<file path="src/rtl/mem_access_unit.sv">
// mem_access_unit
// Load/store front end for a byte-addressed, big-endian memory that only
// transfers full 32-bit words and has a one-cycle registered read.
// - Checks alignment/size at accept; errors complete without touching memory.
// - Loads: read the word, extract the big-endian lane, sign/zero extend.
// - Word stores: write directly.
// - Byte/halfword stores: read-modify-write of the containing word.
//
// Ports:
//   clock, reset_n          clock (rising edge), async active-low reset
//   req_valid/req_ready     request handshake (ready only in IDLE)
//   req_write, req_size     store flag; size 00 byte, 01 half, 10 word, 11 illegal
//   req_unsigned            loads: 1 = zero-extend, 0 = sign-extend
//   req_addr, req_wdata     byte address; right-justified store data
//   resp_valid/err/rdata    one-cycle completion pulse, error flag, load result
//   mem_read, mem_write     one-cycle strobes to memory
//   mem_address             word-aligned address to memory
//   mem_wdata, mem_rdata    write data to / read data from memory
module mem_access_unit #(
  parameter int ADDR_WIDTH = 8
) (
  input  logic                  clock,
  input  logic                  reset_n,
  input  logic                  req_valid,
  output logic                  req_ready,
  input  logic                  req_write,
  input  logic [1:0]            req_size,
  input  logic                  req_unsigned,
  input  logic [ADDR_WIDTH-1:0] req_addr,
  input  logic [31:0]           req_wdata,
  output logic                  resp_valid,
  output logic                  resp_err,
  output logic [31:0]           resp_rdata,
  output logic                  mem_read,
  output logic                  mem_write,
  output logic [ADDR_WIDTH-1:0] mem_address,
  output logic [31:0]           mem_wdata,
  input  logic [31:0]           mem_rdata
);

  typedef enum logic [2:0] {
    S_IDLE = 3'd0,
    S_RD   = 3'd1,
    S_WAIT = 3'd2,
    S_WR   = 3'd3,
    S_RESP = 3'd4
  } state_t;

  state_t                  state_reg;
  state_t                  state_next;

  logic                    write_reg;
  logic [1:0]              size_reg;
  logic                    uns_reg;
  logic [ADDR_WIDTH-1:0]   addr_reg;
  logic [15:0]             wdata_reg;
  logic                    err_reg;
  logic [31:0]             rdata_reg;
  logic [31:0]             mem_wdata_reg;

  logic                    accept;
  logic                    req_bad;
  logic [1:0]              offset;
  logic [7:0]              rd_lane [4];
  logic [7:0]              merged_lane [4];
  logic [31:0]             merged_word;
  logic [7:0]              byte_sel;
  logic [15:0]             half_sel;
  logic [31:0]             load_ext;

  assign accept = req_valid && (state_reg == S_IDLE);
  assign offset = addr_reg[1:0];

  // Illegal size, odd halfword, or word not on a 4-byte boundary.
  assign req_bad = (req_size == 2'b11) ||
                   ((req_size == 2'b01) && req_addr[0]) ||
                   ((req_size == 2'b10) && (req_addr[1:0] != 2'b00));

  // Big-endian lanes: lane 0 is the byte at the lowest address, bits [31:24].
  // A store lane is replaced when it falls inside the addressed byte/half;
  // for halves the even lane takes the upper store byte.
  genvar gi;
  generate
    for (gi = 0; gi < 4; gi++) begin : g_lane
      localparam logic [1:0] LANE = 2'(gi);
      logic hit;
      logic [7:0] new_byte;
      assign rd_lane[gi] = mem_rdata[31-8*gi -: 8];
      assign hit = ((size_reg == 2'b00) && (offset == LANE)) ||
                   ((size_reg == 2'b01) && (offset[1] == LANE[1]));
      assign new_byte = ((size_reg == 2'b01) && !LANE[0]) ? wdata_reg[15:8]
                                                          : wdata_reg[7:0];
      assign merged_lane[gi] = hit ? new_byte : rd_lane[gi];
    end
  endgenerate

  assign merged_word = {merged_lane[0], merged_lane[1], merged_lane[2], merged_lane[3]};

  always_comb begin
    byte_sel = rd_lane[offset];
    half_sel = offset[1] ? mem_rdata[15:0] : mem_rdata[31:16];
    case (size_reg)
      2'b00:   load_ext = {{24{~uns_reg & byte_sel[7]}}, byte_sel};
      2'b01:   load_ext = {{16{~uns_reg & half_sel[15]}}, half_sel};
      default: load_ext = mem_rdata;
    endcase
  end

  // State register
  always_ff @(posedge clock or negedge reset_n) begin
    if (!reset_n) begin
      state_reg <= S_IDLE;
    end else begin
      state_reg <= state_next;
    end
  end

  // Next-state logic
  always_comb begin
    state_next = state_reg;
    case (state_reg)
      S_IDLE: begin
        if (req_valid) begin
          if (req_bad) begin
            state_next = S_RESP;
          end else if (req_write && (req_size == 2'b10)) begin
            state_next = S_WR;
          end else begin
            state_next = S_RD;
          end
        end
      end
      S_RD:    state_next = S_WAIT;
      S_WAIT:  state_next = write_reg ? S_WR : S_RESP;
      S_WR:    state_next = S_RESP;
      S_RESP:  state_next = S_IDLE;
      default: state_next = S_IDLE;
    endcase
  end

  // Moore outputs decoded from state
  always_comb begin
    req_ready  = (state_reg == S_IDLE);
    mem_read   = (state_reg == S_RD);
    mem_write  = (state_reg == S_WR);
    resp_valid = (state_reg == S_RESP);
    resp_err   = (state_reg == S_RESP) && err_reg;
  end

  // Request capture and datapath registers
  always_ff @(posedge clock or negedge reset_n) begin
    if (!reset_n) begin
      write_reg     <= 1'b0;
      size_reg      <= 2'b00;
      uns_reg       <= 1'b0;
      addr_reg      <= '0;
      wdata_reg     <= '0;
      err_reg       <= 1'b0;
      rdata_reg     <= '0;
      mem_wdata_reg <= '0;
    end else begin
      if (accept) begin
        write_reg <= req_write;
        size_reg  <= req_size;
        uns_reg   <= req_unsigned;
        addr_reg  <= req_addr;
        wdata_reg <= req_wdata[15:0];
        err_reg   <= req_bad;
        rdata_reg <= '0;
        // Word stores go straight to WR, so their data is staged now.
        if (req_write) begin
          mem_wdata_reg <= req_wdata;
        end
      end
      if (state_reg == S_WAIT) begin
        if (write_reg) begin
          mem_wdata_reg <= merged_word;
        end else begin
          rdata_reg <= load_ext;
        end
      end
    end
  end

  assign resp_rdata  = rdata_reg;
  assign mem_wdata   = mem_wdata_reg;
  // Derived from the captured address, so it is stable for the whole access.
  assign mem_address = {addr_reg[ADDR_WIDTH-1:2], 2'b00};

endmodule

</file>
<file path="config.mk">
export PLATFORM = sky130hd
export DESIGN_NAME = mem_access_unit
export DESIGN_NICKNAME = d
export VERILOG_FILES = /design/src/rtl/mem_access_unit.sv
export SDC_FILE = /design/constraint.sdc
export NUM_CORES = 1
export LEC_CHECK = 0
export BUFFER_PORTS_ARGS = -buffer_cell sky130_fd_sc_hd__buf_4
export CAP_MARGIN = 5
export CORE_MARGIN = 8
export CORE_UTILIZATION = 26
export CTS_CLUSTER_SIZE = 24
export DETAILED_ROUTE_END_ITERATION = 7
export SYNTH_ARGS = -nofsm -noshare
export SYNTH_HDL_FRONTEND = slang
export SYNTH_SLANG_ARGS = --single-unit
export TNS_END_PERCENT = 100
</file>
<file path="constraint.sdc">
create_clock -name clock -period 1.8 [get_ports clock]
set_input_delay 0.09 -clock clock [delete_from_list [all_inputs] [get_ports clock]]
set_output_delay 0.09 -clock clock [all_outputs]
set_load 0.03 [all_outputs]
</file>
==> flow_summary.toml, run 1 <==
[yosys]
synth_flop_cell = "dfrtp_1"
ys_seq_elements = 96
ys_types = 42
syn-instance-count = 501
yosysTopAreaCell = "dfrtp_1"
yosysTopAreaCellShare = 0.486
synth.top_cells.by_area = "dfrtp_1, nand2_1, mux2i_1"
syn_area_um2 = 4940
yosys_warnings = 0
synth-seq-area-share = 0.486
synthArstFlopShare = 1.00
synth_edf_count = 0
synth.avg_cell_area_um2 = 9.86

[grt]
antenna_found_initial = 1
groute.usage.overall = 0.157
grt_pass1_vias = 4788
grt_pass1_wl_um = 28500
grt_overflow = 0
grt_start_max_net_pins = 66

[worst_setup_path]
critPathRequiredTime_ns = 2.02
path_max_fanout = 16
cp_slowest_cell = "mux4_2"
critPathKind = "reg2reg"
ff2ff_path_depth = 4
worstPathBufferInverterCount = 0
crit_arrival_ns = 2.00
start_kind = "flop"
path_cells = "mux4_2 > nor2b_4 > o211a_4 > a221o_1"
reg2reg_to = "resp_rdata[20]"
critical-path-max-stage-delay_ns = 0.50
r2r-start = "addr_reg[1]"
ff2ff_setup_slack_ns = 0.02
cp-end-kind = "flop"
crit_family = "compound AO/OA/AOI/OAI gates"

[clock_network]
cts_tree = "done"
cts.clk_slew.worst_paths_ns = 0.07
clock-sinks = 96
clock_latency_ns = 0.35
cts_buffers = 9
cts_max_level = 3
clockBufferDepth = 2
cts-root-buf = "clkbuf_16"

[timing]
worst_pin_slew_ns = 0.615
maxSlewHeadroom = 0.590
finalSetupViolations = 0
hold_violations = 0
fin_crit_ns = 1.78
fin_crit_sh = 0.988
clock.fmax_ghz = 0.562
fin_skew_ns = 0.00997
grt_setup_unrepaired = "yes"
report.final.slew_viol_count = 0

[final_layout]
fin_cells = 937
multiInputGateArea_um2 = 2300
regArea_um2 = 2400
fill_cells = 1829
nets = 778
post-route-cell-area_um2 = 7310
drive_gt1_frac = 0.325
area_delta_synth_final_pct = 47.8

[hold_path]
hold_start = "mem_rdata[31]"
hold_depth = 2
holdPathEnd = "resp_rdata[31]"
hold_class = "in2reg"

[floorplan]
fp.dieArea_um2 = 23700
start_util = 0.264
die_w_um = 154
rows = 50
core_region_area_um2 = 18700
fp.dieH_um = 154
ios = 156

[drt]
drt_iter0_drc = 321
avgViaCountPerCell = 4.90
antenna_left = 0
routed_wirelength_um = 18600
wl_per_cell_um = 19.9
vias = 4587
drc = 0
first_pass_iters = 5

[power_and_ir_drop]
irDropWorstVdd_uv = 819
p_leak_nw = 3.46
p_per_area_nw_per_um2 = 1750

[placement]
dp.cells = 873
routabilityCongestion = 0.835
dp_hpwl_um = 14000
io_buffer_count = 153
placed_area_um2 = 6540

[run_status]
status = "finished clean"

[job]
maxCapViolations = 0
## synth_stat cells (2+ instances only)
master	number
a22o_1	7
buf_1	2
inv_1	2
dfrtp_1	96
nand2_1	116
mux2_2	9
a21oi_1	19
a22oi_1	7
nor2_1	6
nor4b_4	2
buf_6	2
o211ai_1	35
nor3_1	3
and2_1	3
buf_2	13
a31o_2	6
nand3_1	43
mux2i_1	40
nor3b_1	2
o21ai_0	13
nand2b_1	2
nor2_2	4
a32o_1	7
buf_4	9
nor2b_1	2
clkbuf_1	20
a221o_1	16
## kinds of logic after synthesis
logic type / share of synthesized area
mux: 0.106
compound gates: 0.176
flops: 0.486
other cells: 0.000759
buf+inv: 0.0506
simple gates: 0.180
## worst max path at each step
stage                       startpoint              to  slack (ns)  cells past startpoint
after detailed placement   addr_reg[1]  resp_rdata[20]        0.08                      4
after global routing       addr_reg[1]  resp_rdata[20]       -0.02                      4
final                      addr_reg[1]  resp_rdata[20]        0.02                      4
after global placement     addr_reg[1]  resp_rdata[30]        0.12                      4
after floorplan           state_reg[0]   resp_rdata[3]        0.07                      6
after CTS                  addr_reg[1]  resp_rdata[20]        0.04                      4
## layout make-up
type                    instances  area share
inverters                       2     0.00103
flip-flops and latches         96       0.329
repair buffers                233       0.277
well taps                     234      0.0401
multi-input cells             357       0.315
clock buffers                  10      0.0313
diodes                          1    0.000342
clock inverters                 4     0.00651
## layout by cell type (no fill, tap or decap), types with 2 or more instances in the layout
cell type	count
a22oi_1	7
inv_1	2
nand3_1	43
nor2b_1	2
nor2_1	6
nor3b_1	2
nand2_1	116
dlygate4sd3_1	47
clkbuf_16	9
o211ai_1	35
a221o_1	16
a22o_1	7
o21ai_0	13
a21oi_1	19
dfrtp_1	96
nor2_2	4
nor3_1	2
nor3_4	2
mux2_2	9
clkinv_2	2
a31o_2	6
mux2i_1	40
buf_12	12
nand2b_1	2
conb_1	2
and2_1	3
buf_4	173
nor4b_4	2
a32o_1	7
## power breakdown
part / internal [mW] / switching (mW)
logic: 3.05 / 4.19
registers: 3.05 / 0.628
clock network: 1.06 / 0.817
## metal layers
layer / part of all wire / GRT usage
met4: 0.025 / 0.0541
met3: 0.063 / 0.0468
met5: 0 / 0
met2: 0.47 / 0.248
met1: 0.44 / 0.200
## per-stage QoR
stage          setup TNS, ns  setup WS [ns]   util  hold WS [ns]  power [mW]
2_1_floorplan              0         0.0678      -        -0.206        8.13
3_3_place_gp               0          0.117  0.350        0.0698        10.8
3_5_place_dp               0         0.0837  0.350        0.0734        10.9
4_1_cts                    0         0.0404  0.389       0.00397        12.9
5_1_grt              -0.0390        -0.0201  0.391        0.0113        13.6
6_report                   0         0.0215  0.391        0.0155        12.8
## repair_timing
| item | in CTS | in global routing |
|---|---|---|
| resized for setup | 0 | 1 |
| hold endpoints to repair | 88 | 0 |
| buffers inserted | 0 | 2 |
| endpoints found under the setup margin | 0 | 11 |
| hold buffers | 47 | 0 |
Note: power is estimated with default switching activity, not from simulation.
==> run 2, diff against run 1 <==
- CELL_PAD_IN_SITES_DETAIL_PLACEMENT: not set -> 0
- CELL_PAD_IN_SITES_GLOBAL_PLACEMENT: not set -> 1
- CORE_UTILIZATION: 26 -> 38
- PLACE_DENSITY_LB_ADDON: not set -> 0.1
- clock period: 1.8 -> 1.9 ns (I/O delays scaled with it)
==> run 2 against run 1 <==
- cell area shrank 2.9%
- sequential power down 5%
- critical endpoint is now resp_rdata[22]
- largest cell class unchanged
- critical path type unchanged
- largest power group unchanged
- power down 7.6%
- register-to-register slack better by 0.06 ns
==> flow_summary.toml, run 2 (synthesis gave the netlist of run 1 again) <==
[placement]
pre_cts_ws_ns = 0.103
dp_hpwl_um = 12900
placed_area_um2 = 6370
io_buffer_count = 153
routabilityCongestion = 0.900
dp.cells = 811

[floorplan]
core_region_area_um2 = 12700
fp.dieArea_um2 = 16900
rows = 41
start_util = 0.390
ios = 156
die_w_um = 130
fp.dieH_um = 130

[final_layout]
antenna_cells = 0
multiInputGateArea_um2 = 2300
fin_cells = 869
final_cell_mix = "buf_4, nand2_1, dfrtp_1, nand3_1, dlygate4sd3_1"
drive_gt1_frac = 0.329
area_delta_synth_final_pct = 43.5
fill_cells = 1128
layout_commonest_cell = "buf_4"
regArea_um2 = 2400
post-route-cell-area_um2 = 7090
nets = 772

[job]
maxCapViolations = 0

[worst_setup_path]
reg2reg_to = "resp_rdata[22]"
r2r-start = "state_reg[0]"
ff2ff_path_depth = 5
setup.worst_path.start = "state_reg[0]"
ff2ff_setup_slack_ns = 0.08
critPathRequiredTime_ns = 2.12
path_max_fanout = 16
cp-end-kind = "flop"
critPathKind = "reg2reg"
start_kind = "flop"
crit_arrival_ns = 2.03
endpoint = "resp_rdata[22]"

[timing]
maxSlewHeadroom = 0.610
tns_ns = 0
report.final.slew_viol_count = 0
fin_crit_ns = 1.82
worst_pin_slew_ns = 0.583
setup_slack_ns = 0.0849
fin_skew_ns = 0.00987
grt_setup_unrepaired = "no"
hold_violations = 0
finalSetupViolations = 0
clock.fmax_ghz = 0.551
fin_crit_sh = 0.955

[drt]
routed_wirelength_um = 17300
avgViaCountPerCell = 5.22
wl_per_cell_um = 19.9
vias = 4538
antenna_left = 0
drt_iter0_drc = 414
drc = 0
first_pass_iters = 5

[hold_path]
hold_class = "in2reg"

[clock_network]
cts_max_level = 3
clock_latency_ns = 0.35
cts.clk_slew.worst_paths_ns = 0.07
clock-sinks = 96
cts-root-buf = "clkbuf_16"
cts_buffers = 9
cts_tree = "done"
clockBufferDepth = 2

[power_and_ir_drop]
irDropWorstVdd_uv = 882
total_power_mw = 11.8
p_leak_nw = 3.41
p_per_area_nw_per_um2 = 1660

[grt]
grt_start_max_net_pins = 55
grt_overflow = 0
groute.usage.overall = 0.208
grt_pass1_wl_um = 26800
grt_pass1_vias = 4724
antenna_found_initial = 0

[run_status]
status = "finished clean"
## run 2: changes by cell type in the layout (fill, tap and decap cells not counted), moves of 4 or more
cell | previous run | this run
buf_4 | 173 | 179
dlygate4sd3_1 | 47 | 43
buf_12 | 12 | 5
clkbuf_8 | 0 | 4
## run 2: layout make-up
type | instances | share of cell area
repair buffers | 227 | 0.264
inverters | 2 | 0.00106
flip-flops and latches | 96 | 0.339
clock buffers | 13 | 0.0395
multi-input cells | 357 | 0.325
well taps | 172 | 0.0303
clock inverters | 2 | 0.00176
## run 2: layer usage
layer	GRT usage	routed length (µm)	vias to the layer above
met3	0.0563	1230	12
met1	0.281	7940	2175
met4	0.0417	147	0
met5	0	0	-
li1	-	-	2191
met2	0.328	7990	160
## run 2: where the power goes
group / switching (mW) / internal (mW) / leakage [nW]
clock: 0.751 / 1.02 / 0.144
combinational: 3.84 / 2.70 / 2.04
sequential: 0.613 / 2.89 / 1.22
## run 2: critical path, cell delays in order, from the launching register on
cell,delay (ns)
dfrtp_1,0.44
buf_4,0.18
nor4b_4,0.31
nor2_1,0.20
buf_4,0.24
a221o_1,0.31
## run 2: worst min path at each step
stage	to	cells after the start	from	slack [ns]
after floorplan	addr_reg[0]	0	reset_n	-0.20
after global placement	mem_wdata[31]	1	reset_n	0.02
after detailed placement	mem_wdata[31]	1	reset_n	0.02
after CTS	mem_wdata[29]	3	req_wdata[29]	0.002
after global routing	mem_wdata[29]	3	req_wdata[29]	0.01
final	mem_wdata[29]	3	req_wdata[29]	0.01
## run 2: timing repair
item,CTS,global route
hold buffers,43,0
buffers inserted,0,0
endpoints found under the setup margin,0,2
resized for setup,0,1
endpoints found under the hold margin,78,0
## run 2: metrics by stage
step	util	hold WS (ns)
6_report	0.560	0.0110
5_1_grt	0.560	0.0149
4_1_cts	0.560	0.00185
3_5_place_dp	0.503	0.0203
3_3_place_gp	0.503	0.0162
2_1_floorplan	-	-0.201
==> run 3, diff against run 2 <==
- MAX_ROUTING_LAYER: not set -> met4
==> run 3 against run 2 <==
- setup slack better by 0.014 ns
- critical path depth unchanged
- via count grew 0.18%
- clock skew decreased by 0.00066 ns
- critical path type unchanged
- largest cell class unchanged
- largest power group unchanged
==> flow_summary.toml, run 3 (synthesis gave the netlist of run 1 again) <==
[clock_network]
clock_latency_ns = 0.35
cts_buffers = 9
postCtsSetupBuffers = 0
clockBufferDepth = 2
cts.clk_slew.worst_paths_ns = 0.07
cts-root-buf = "clkbuf_16"
cts_tree = "done"
cts_max_level = 3
clock-sinks = 96

[drt]
drt_iter0_drc = 389
antenna_left = 0
wl_met1_um = 8110
dr_wl_met2_um = 8100
top_layer = "met4"
avgViaCountPerCell = 5.23
routed_wirelength_um = 17400
drc = 0
wl_per_cell_um = 20.0
wl_met3_um = 1010
first_pass_iters = 4
vias = 4546

[timing]
clock.fmax_ghz = 0.555
report.final.slew_viol_count = 0
hold_slack_ns = 0.00872
maxSlewHeadroom = 0.608
fin_skew_ns = 0.00921
fin_crit_ns = 1.80
setup_slack_ns = 0.0985
tns_ns = 0
fin_crit_sh = 0.948
hold_violations = 0
finalSetupViolations = 0
grt_setup_unrepaired = "no"
worst_pin_slew_ns = 0.586

[placement]
dp.cells = 811
placed_area_um2 = 6370
dp_hpwl_um = 12900
pre_cts_ws_ns = 0.103
io_buffer_count = 153
routabilityCongestion = 0.916

[worst_setup_path]
start_kind = "flop"
crit_family = "simple AND/OR/NAND/NOR gates"
critical-path-max-stage-delay_ns = 0.43
worstPathBufferInverterCount = 2
cp-end-kind = "flop"
cp.depth = 5
critPathKind = "reg2reg"
cpMostUsedCell = "buf_4"
critPathRequiredTime_ns = 2.12
ff2ff_path_depth = 5
cp_slowest_cell = "dfrtp_1"
crit_arrival_ns = 2.02
path_cells = "buf_4 > nor4b_4 > nor2_1 > buf_4 > a221o_1"
path_max_fanout = 16

[grt]
grt_start_max_net_pins = 55
groute.usage.overall = 0.214
grt_pass1_vias = 4730
antenna_found_initial = 0
grt_pass1_wl_um = 26800
grt_overflow = 0

[floorplan]
core_region_area_um2 = 12700
start_util = 0.390
die_w_um = 130
fp.dieArea_um2 = 16900
fp.dieH_um = 130
ios = 156
rows = 41

[job]
maxCapViolations = 0

[final_layout]
post-route-cell-area_um2 = 7090
antenna_cells = 0
area_delta_synth_final_pct = 43.5
nets = 772
drive_gt1_frac = 0.329
layout_commonest_cell = "buf_4"
fin_cells = 869
fin_util = 0.560
final_cell_mix = "buf_4, nand2_1, dfrtp_1, nand3_1, dlygate4sd3_1"

[power_and_ir_drop]
p_sw_mw = 5.20
p_per_area_nw_per_um2 = 1660
total_power_mw = 11.8
comb_power_share = 0.553
p_int_mw = 6.61
irDropWorstVdd_uv = 885
pwr-share-seq = 0.296
switching_share = 0.440
p_leak_nw = 3.41
clockPowerShare = 0.150

[hold_path]
hold_class = "in2reg"
hold_depth = 3

[run_status]
status = "finished clean"
run 3: cell counts in the layout (fill, tap and decap cells not counted):
No cell type changed its count.
run 3: final cells by class:
class                      count  area, µm²
sequential                    96       2400
clock inverter                 2       12.5
fill                        1128       5580
inverter                       2       7.51
timing repair buffer         227       1870
clock buffer                  13        280
multi-input combinational    357       2300
tap                          172        215
run 3: power groups by stage:
stage               sequential (mW)  combinational, mW  clock, mW
detailed placement             3.52               6.50          0
global route                   3.61               7.05       1.88
global placement               3.50               6.43          0
floorplan                      4.33               3.36          0
finish                         3.50               6.54       1.77
CTS                            3.50               6.58       1.82
run 3: worst min-delay path: cells and delay by family:
family / cells / cell delay (ns)
AO/OA/AOI/OAI: 1 / 0.09
buffers and inverters: 1 / 0.07
AND/OR/NAND/NOR: 1 / 0.04
run 3: worst paths after layout:
check	startpoint	to	slack (ns)
max	state_reg[0]	resp_rdata[22]	0.1
min in group asynchronous	reset_n	mem_wdata[31]	0.20
max in group asynchronous	reset_n	resp_rdata[11]	1.06
min reg2reg	wdata_reg[8]	wdata_reg[8]	0.48
min	req_wdata[29]	mem_wdata[29]	0.009
max reg2reg	state_reg[0]	resp_rdata[22]	0.1
run 3: layer usage:
metal | vias up | GRT usage
met5 | - | -
met4 | 0 | 0.0417
li1 | 2187 | -
met1 | 2195 | 0.287
met2 | 153 | 0.329
met3 | 11 | 0.0461
run 3: timing repair:
action,CTS,global route
endpoints found under the hold margin,78,0
gates resized for setup,0,1
endpoints found under the setup margin,0,2
hold buffers,43,0
